==> src/rtl/xu_alu_sched.sv <==
`default_nettype none
// ============================================================================
// Module      : xu_alu_sched
// Description : Per-thread ALU op buffers with round-robin single issue,
//               ex1..ex3 ownership tracking, flush and ex3 trap hold.
// Revision    : 1.0 - initial release
// ============================================================================
module xu_alu_sched #(
    parameter int THREADS = 4,
    parameter int DEPTH   = 2,
    parameter int TID_W   = 2
) (
    input  logic                    nclk,
    input  logic                    rst,
    input  logic [THREADS-1:0]      req_vld,
    input  logic [32*THREADS-1:0]   req_instr,
    output logic [THREADS-1:0]      req_rdy,
    input  logic                    alu_stall,
    input  logic [THREADS-1:0]      flush,
    input  logic                    trap_val,
    input  logic [THREADS-1:0]      trap_clr,
    output logic                    dec_alu_ex1_act,
    output logic [31:0]             dec_alu_ex1_instr,
    output logic [TID_W-1:0]        ex1_tid,
    output logic [TID_W-1:0]        ex2_tid,
    output logic [TID_W-1:0]        ex3_tid,
    output logic                    ex2_vld,
    output logic                    ex3_vld,
    output logic [THREADS-1:0]      trap_hold,
    output logic                    trap_tid_vld,
    output logic [TID_W-1:0]        trap_tid
);

    localparam int c_ptr_w = (DEPTH > 1) ? $clog2(DEPTH) : 1;
    localparam int c_cnt_w = $clog2(DEPTH + 1);
    localparam logic [c_cnt_w-1:0] c_depth = c_cnt_w'(DEPTH);
    localparam logic [TID_W-1:0]   c_last  = TID_W'(THREADS - 1);

    logic [THREADS-1:0]       w_elig;
    logic [THREADS-1:0]       w_kill;
    logic [THREADS-1:0]       w_trap_set_vec;
    logic [THREADS-1:0][31:0] w_head;
    logic                     w_trap_set;
    logic                     w_grant_vld;
    logic [TID_W-1:0]         w_grant_tid;
    logic [TID_W-1:0]         w_idx;

    logic [TID_W-1:0]   r_rr_ptr;
    logic               r_ex1_act;
    logic [31:0]        r_ex1_instr;
    logic [TID_W-1:0]   r_ex1_tid;
    logic               r_ex2_vld;
    logic [TID_W-1:0]   r_ex2_tid;
    logic               r_ex3_vld;
    logic [TID_W-1:0]   r_ex3_tid;
    logic [THREADS-1:0] r_trap_hold;
    logic               r_trap_tid_vld;
    logic [TID_W-1:0]   r_trap_tid;

    // A flushed ex3 op cannot trap; the flush already discards it.
    assign w_trap_set = r_ex3_vld & trap_val & ~flush[r_ex3_tid];

    genvar t;
    generate
        for (t = 0; t < THREADS; t++) begin : g_thread
            localparam logic [TID_W-1:0] c_tid = TID_W'(t);

            logic [31:0]        r_mem [DEPTH];
            logic [c_ptr_w-1:0] r_rd_ptr;
            logic [c_ptr_w-1:0] r_wr_ptr;
            logic [c_cnt_w-1:0] r_count;
            logic               w_push;
            logic               w_pop;

            assign w_trap_set_vec[t] = w_trap_set & (r_ex3_tid == c_tid);
            assign w_kill[t]  = flush[t] | w_trap_set_vec[t];
            assign req_rdy[t] = (r_count < c_depth);
            assign w_elig[t]  = (r_count != '0) & ~r_trap_hold[t] & ~w_kill[t];
            assign w_push     = req_vld[t] & req_rdy[t] & ~w_kill[t];
            assign w_pop      = w_grant_vld & (w_grant_tid == c_tid);
            assign w_head[t]  = r_mem[r_rd_ptr];

            always_ff @(posedge nclk) begin
                if (w_push) begin
                    r_mem[r_wr_ptr] <= req_instr[32*t +: 32];
                end
            end

            always_ff @(posedge nclk) begin
                if (rst || w_kill[t]) begin
                    r_rd_ptr <= '0;
                    r_wr_ptr <= '0;
                    r_count  <= '0;
                end else begin
                    if (w_push) begin
                        r_wr_ptr <= r_wr_ptr + c_ptr_w'(1);
                    end
                    if (w_pop) begin
                        r_rd_ptr <= r_rd_ptr + c_ptr_w'(1);
                    end
                    case ({w_push, w_pop})
                        2'b10:   r_count <= r_count + c_cnt_w'(1);
                        2'b01:   r_count <= r_count - c_cnt_w'(1);
                        default: r_count <= r_count;
                    endcase
                end
            end
        end
    endgenerate

    always_comb begin
        w_grant_vld = 1'b0;
        w_grant_tid = '0;
        w_idx       = '0;
        for (int i = 0; i < THREADS; i++) begin
            w_idx = TID_W'((int'(r_rr_ptr) + i) % THREADS);
            if (!alu_stall && !w_grant_vld && w_elig[w_idx]) begin
                w_grant_vld = 1'b1;
                w_grant_tid = w_idx;
            end
        end
    end

    always_ff @(posedge nclk) begin
        if (rst) begin
            r_rr_ptr       <= '0;
            r_ex1_act      <= 1'b0;
            r_ex1_instr    <= '0;
            r_ex1_tid      <= '0;
            r_ex2_vld      <= 1'b0;
            r_ex2_tid      <= '0;
            r_ex3_vld      <= 1'b0;
            r_ex3_tid      <= '0;
            r_trap_hold    <= '0;
            r_trap_tid_vld <= 1'b0;
            r_trap_tid     <= '0;
        end else begin
            r_ex1_act <= w_grant_vld;
            if (w_grant_vld) begin
                r_ex1_instr <= w_head[w_grant_tid];
                r_ex1_tid   <= w_grant_tid;
                r_rr_ptr    <= (w_grant_tid == c_last) ? '0 : w_grant_tid + TID_W'(1);
            end
            r_ex2_vld      <= r_ex1_act & ~w_kill[r_ex1_tid];
            r_ex2_tid      <= r_ex1_tid;
            r_ex3_vld      <= r_ex2_vld & ~w_kill[r_ex2_tid];
            r_ex3_tid      <= r_ex2_tid;
            // Set takes priority over a same-cycle clear.
            r_trap_hold    <= (r_trap_hold & ~trap_clr) | w_trap_set_vec;
            r_trap_tid_vld <= w_trap_set;
            if (w_trap_set) begin
                r_trap_tid <= r_ex3_tid;
            end
        end
    end

    assign dec_alu_ex1_act   = r_ex1_act;
    assign dec_alu_ex1_instr = r_ex1_instr;
    assign ex1_tid           = r_ex1_tid;
    assign ex2_tid           = r_ex2_tid;
    assign ex3_tid           = r_ex3_tid;
    assign ex2_vld           = r_ex2_vld;
    assign ex3_vld           = r_ex3_vld;
    assign trap_hold         = r_trap_hold;
    assign trap_tid_vld      = r_trap_tid_vld;
    assign trap_tid          = r_trap_tid;

endmodule
`default_nettype wire

==> config.mk <==
export PLATFORM = sky130hd
export DESIGN_NAME = xu_alu_sched
export DESIGN_NICKNAME = d
export VERILOG_FILES = /design/src/rtl/xu_alu_sched.sv
export SDC_FILE = /design/constraint.sdc
export NUM_CORES = 1
export LEC_CHECK = 0
export CORE_ASPECT_RATIO = 1.75
export CORE_MARGIN = 2
export CORE_UTILIZATION = 35
export DETAILED_ROUTE_END_ITERATION = 8
export PLACE_DENSITY = 0.53
export SYNTH_ARGS = -nofsm -noshare
export SYNTH_HDL_FRONTEND = slang
export SYNTH_SLANG_ARGS = --single-unit
==> constraint.sdc <==
create_clock -name nclk -period 4.5 [get_ports nclk]
set_input_delay 1.125 -clock nclk [delete_from_list [all_inputs] [get_ports nclk]]
set_output_delay 1.125 -clock nclk [all_outputs]
set_load 0.02 [all_outputs]
==> reports/results.ini <==
[run_status]
status=finished clean

[cells_and_area]
drive_gt1_share_pct=17.5
final_common_cell=edfxtp_1
syn_to_final_growth_pct=26.7
mostFrequentLayoutCells=edfxtp_1, clkdlybuf4s50_1, mux2_2
finalNetCount=1164
final_util_pct=44.7

[grt]
grt.total_usage_pct=17.7
grt_overflow=0
grt_max_degree=67
antenna_found_initial=2
grt_pass1_wl_um=50100
grt_pass1_vias=8127

[placement]
io_buffers=195
hpwl_um=23500
dp_slack_ps=277
globalplace.congestion=0.753

[setup_path]
worstRegToRegCells=10
timing.rr.end=g_thread[3].r_count[1]$_SDFFE_PP0P_
cp.required_ps=5000
r2r-start=ex3_tid[1]$_SDFF_PP0_
critPathLaunchType=input port
cp_max_fo=5
cp.arrival_ps=4190
reg2reg_slack_ps=1300
cp-end-kind=flip-flop
crit_type=input port to flip-flop

[floorplanning]
dieArea_um2=38400
die_x_um=149
rows=93
initial_utilization_pct=35.2
io_pins=196
fp.dieH_um=258
design.core.area_um2=36500

[worst_hold_path]
worstHoldEndpoint=ex2_vld$_SDFF_PP0_
min_delay_path_depth=1
hold_path.class=flip-flop to flip-flop
worstHoldStart=dec_alu_ex1_act$_SDFF_PP0_

[sta]
setup_viol=0
fmax_ghz=0.271
slew_viol_final=0
hold_viol=0
rsz0062_at_grt=false
fin_crit_sh_pct=82.0
tightest_slew_ps=1200
skew_ps=12.8
tns_ps=0
setup_slack_ps=808
maxSlewHeadroom_pct=20.2
period_needed_ps=3690

[clock_network]
root_buffer=clkbuf_16
tritoncts=done
cts_resized=0
numCtsBuffers=31
clk_latency_ps=560
cts.htree.levels=1
path_clk_slew_ps=60
postCtsSetupBuffers=0
ctsLongestPathBuffers=3
ctsHoldBuffers=0
clock_sinks=326

[power]
p_int_mw=5.00
p_leak_nw=5.33
p_seq_share_pct=52.9
ir_drop_mv=0.271
clockPowerShare_pct=39.3
switchingPower_mw=1.38
powerDensity_nw_per_um2=391
combinationalPowerShare_pct=7.8
swShare_pct=21.7

[logic_synthesis]
netlist_instances=822
yosys.area.top_type=edfxtp_1
syn_nets=974
synth_flop_cell=edfxtp_1
yosysWarnings=0
synth_seq_cells=326
async_flop_share_pct=0
ys_types=47
synth_area_um2=12900
synth-edff-count=256
postSynthAreaPerCell_um2=15.7
synth_area_leaders=edfxtp_1, dfxtp_1, mux2_2, o221ai_1, mux2i_1
netlist.area_leader.share_pct=59.7
yosysSeqAreaShare_pct=70.6

[routing]
drtAntennaViolNets=0
drc=0
vias=7640
vias_per_cell=5.06
wl_um=34600
drtIter0Drc=434
drtPass1Iterations=4
wire_per_inst_um=22.9

[run]
max_cap_viol_count=0

-- metrics by stage --
step	instance area (µm²)	total power [mW]	hold WS [ps]	instances
floorplan	12900	3.65	470	822
global placement	15300	3.94	464	1454
detailed placement	15300	3.95	472	1454
CTS	16300	6.47	481	1509
global route	16300	6.61	488	1509
finish	16300	6.38	476	1510
-- area by class of cell --
| type | count | area [µm²] |
|---|---|---|
| Antenna cell | 1 | 2.50 |
| Clock buffer | 40 | 876 |
| Clock inverter | 15 | 91.3 |
| Fill cell | 3363 | 20200 |
| Inverter | 18 | 68.8 |
| Multi-Input combinational cell | 421 | 3490 |
| Sequential cell | 326 | 9090 |
| Tap cell | 475 | 594 |
| Timing Repair Buffer | 214 | 2100 |
-- cell families (layout without fill, tap and decap cells) --
| group | after synthesis | after routing | synth area share [%] |
|---|---|---|---|
| adder cells (fa/ha/maj) | 8 | 8 | 0.777 |
| XOR/XNOR | 19 | 19 | 1.29 |
| flip-flops | 326 | 326 | 70.6 |
| AO/OA/AOI/OAI | 148 | 148 | 8.94 |
| buffers and inverters | 75 | 287 | 2.59 |
| multiplexers | 133 | 133 | 11.6 |
| other | 0 | 1 | 0 |
| AND/OR/NAND/NOR | 113 | 113 | 4.24 |
-- cells in the mapped netlist, drive strengths merged, types with 3 or more instances --
cell and number:
inv 17, nand3b 4, mux2 96, nor2 29, clkbuf 33, xor2 4, a31oi 32, dfxtp 70
nand2 36, o21ai 4, nor2b 4, nor4 3, buf 24, nor3 17, or2 3, xnor2 15
mux2i 34, o21bai 32, o221ai 64, ha 8, and2 5, a21oi 7, mux4 3, edfxtp 256
-- power by group through the flow --
| stage | sequential (mW) | clock (mW) | combinational (mW) |
|---|---|---|---|
| after CTS | 3.38 | 2.58 | 0.510 |
| after floorplan | 3.46 | 0 | 0.191 |
| after detailed placement | 3.44 | 0 | 0.508 |
| final | 3.38 | 2.51 | 0.498 |
| after global placement | 3.44 | 0 | 0.504 |
| after global routing | 3.38 | 2.69 | 0.534 |
-- worst max-delay path, stage by stage --
cell	delay (ps)
clkdlybuf4s50_1	490
nor4bb_1	190
or4_4	550
o221a_1	320
o211a_2	330
ha_1	200
and2_1	160
ha_1	320
or3_1	350
a21oi_1	140
-- per-layer routing --
metal,track usage [%],wire length [µm]
met5,0,25
met2,35.2,19700
met1,18.3,12300
met3,2.88,1550
met4,6.03,1020
-- registers in the layout (all words and copies together), names as in the netlist, named ones only --
name,count
dec_alu_ex1_act,1
dec_alu_ex1_instr,32
ex1_tid,2
ex2_tid,2
ex2_vld,1
ex3_tid,2
ex3_vld,1
g_thread.r_count,8
g_thread.r_mem,256
g_thread.r_rd_ptr,4
g_thread.r_wr_ptr,4
r_rr_ptr,2
trap_hold,4
trap_tid,2
trap_tid_vld,1
-- worst max-delay path by stage --
stage	from	to	slack [ps]
6_report	trap_val	g_thread[3].r_count[1]$_SDFFE_PP0P_	810
3_3_place_gp	trap_val	g_thread[3].r_count[1]$_SDFFE_PP0P_	330
4_1_cts	trap_val	g_thread[3].r_count[1]$_SDFFE_PP0P_	860
5_1_grt	trap_val	g_thread[1].r_count[1]$_SDFFE_PP0P_	740
2_1_floorplan	trap_val	g_thread[1].r_mem[0][0]$_DFFE_PP_	720
3_5_place_dp	trap_val	g_thread[3].r_count[1]$_SDFFE_PP0P_	280
No activity file was read; power rests on OpenSTA's default activity.
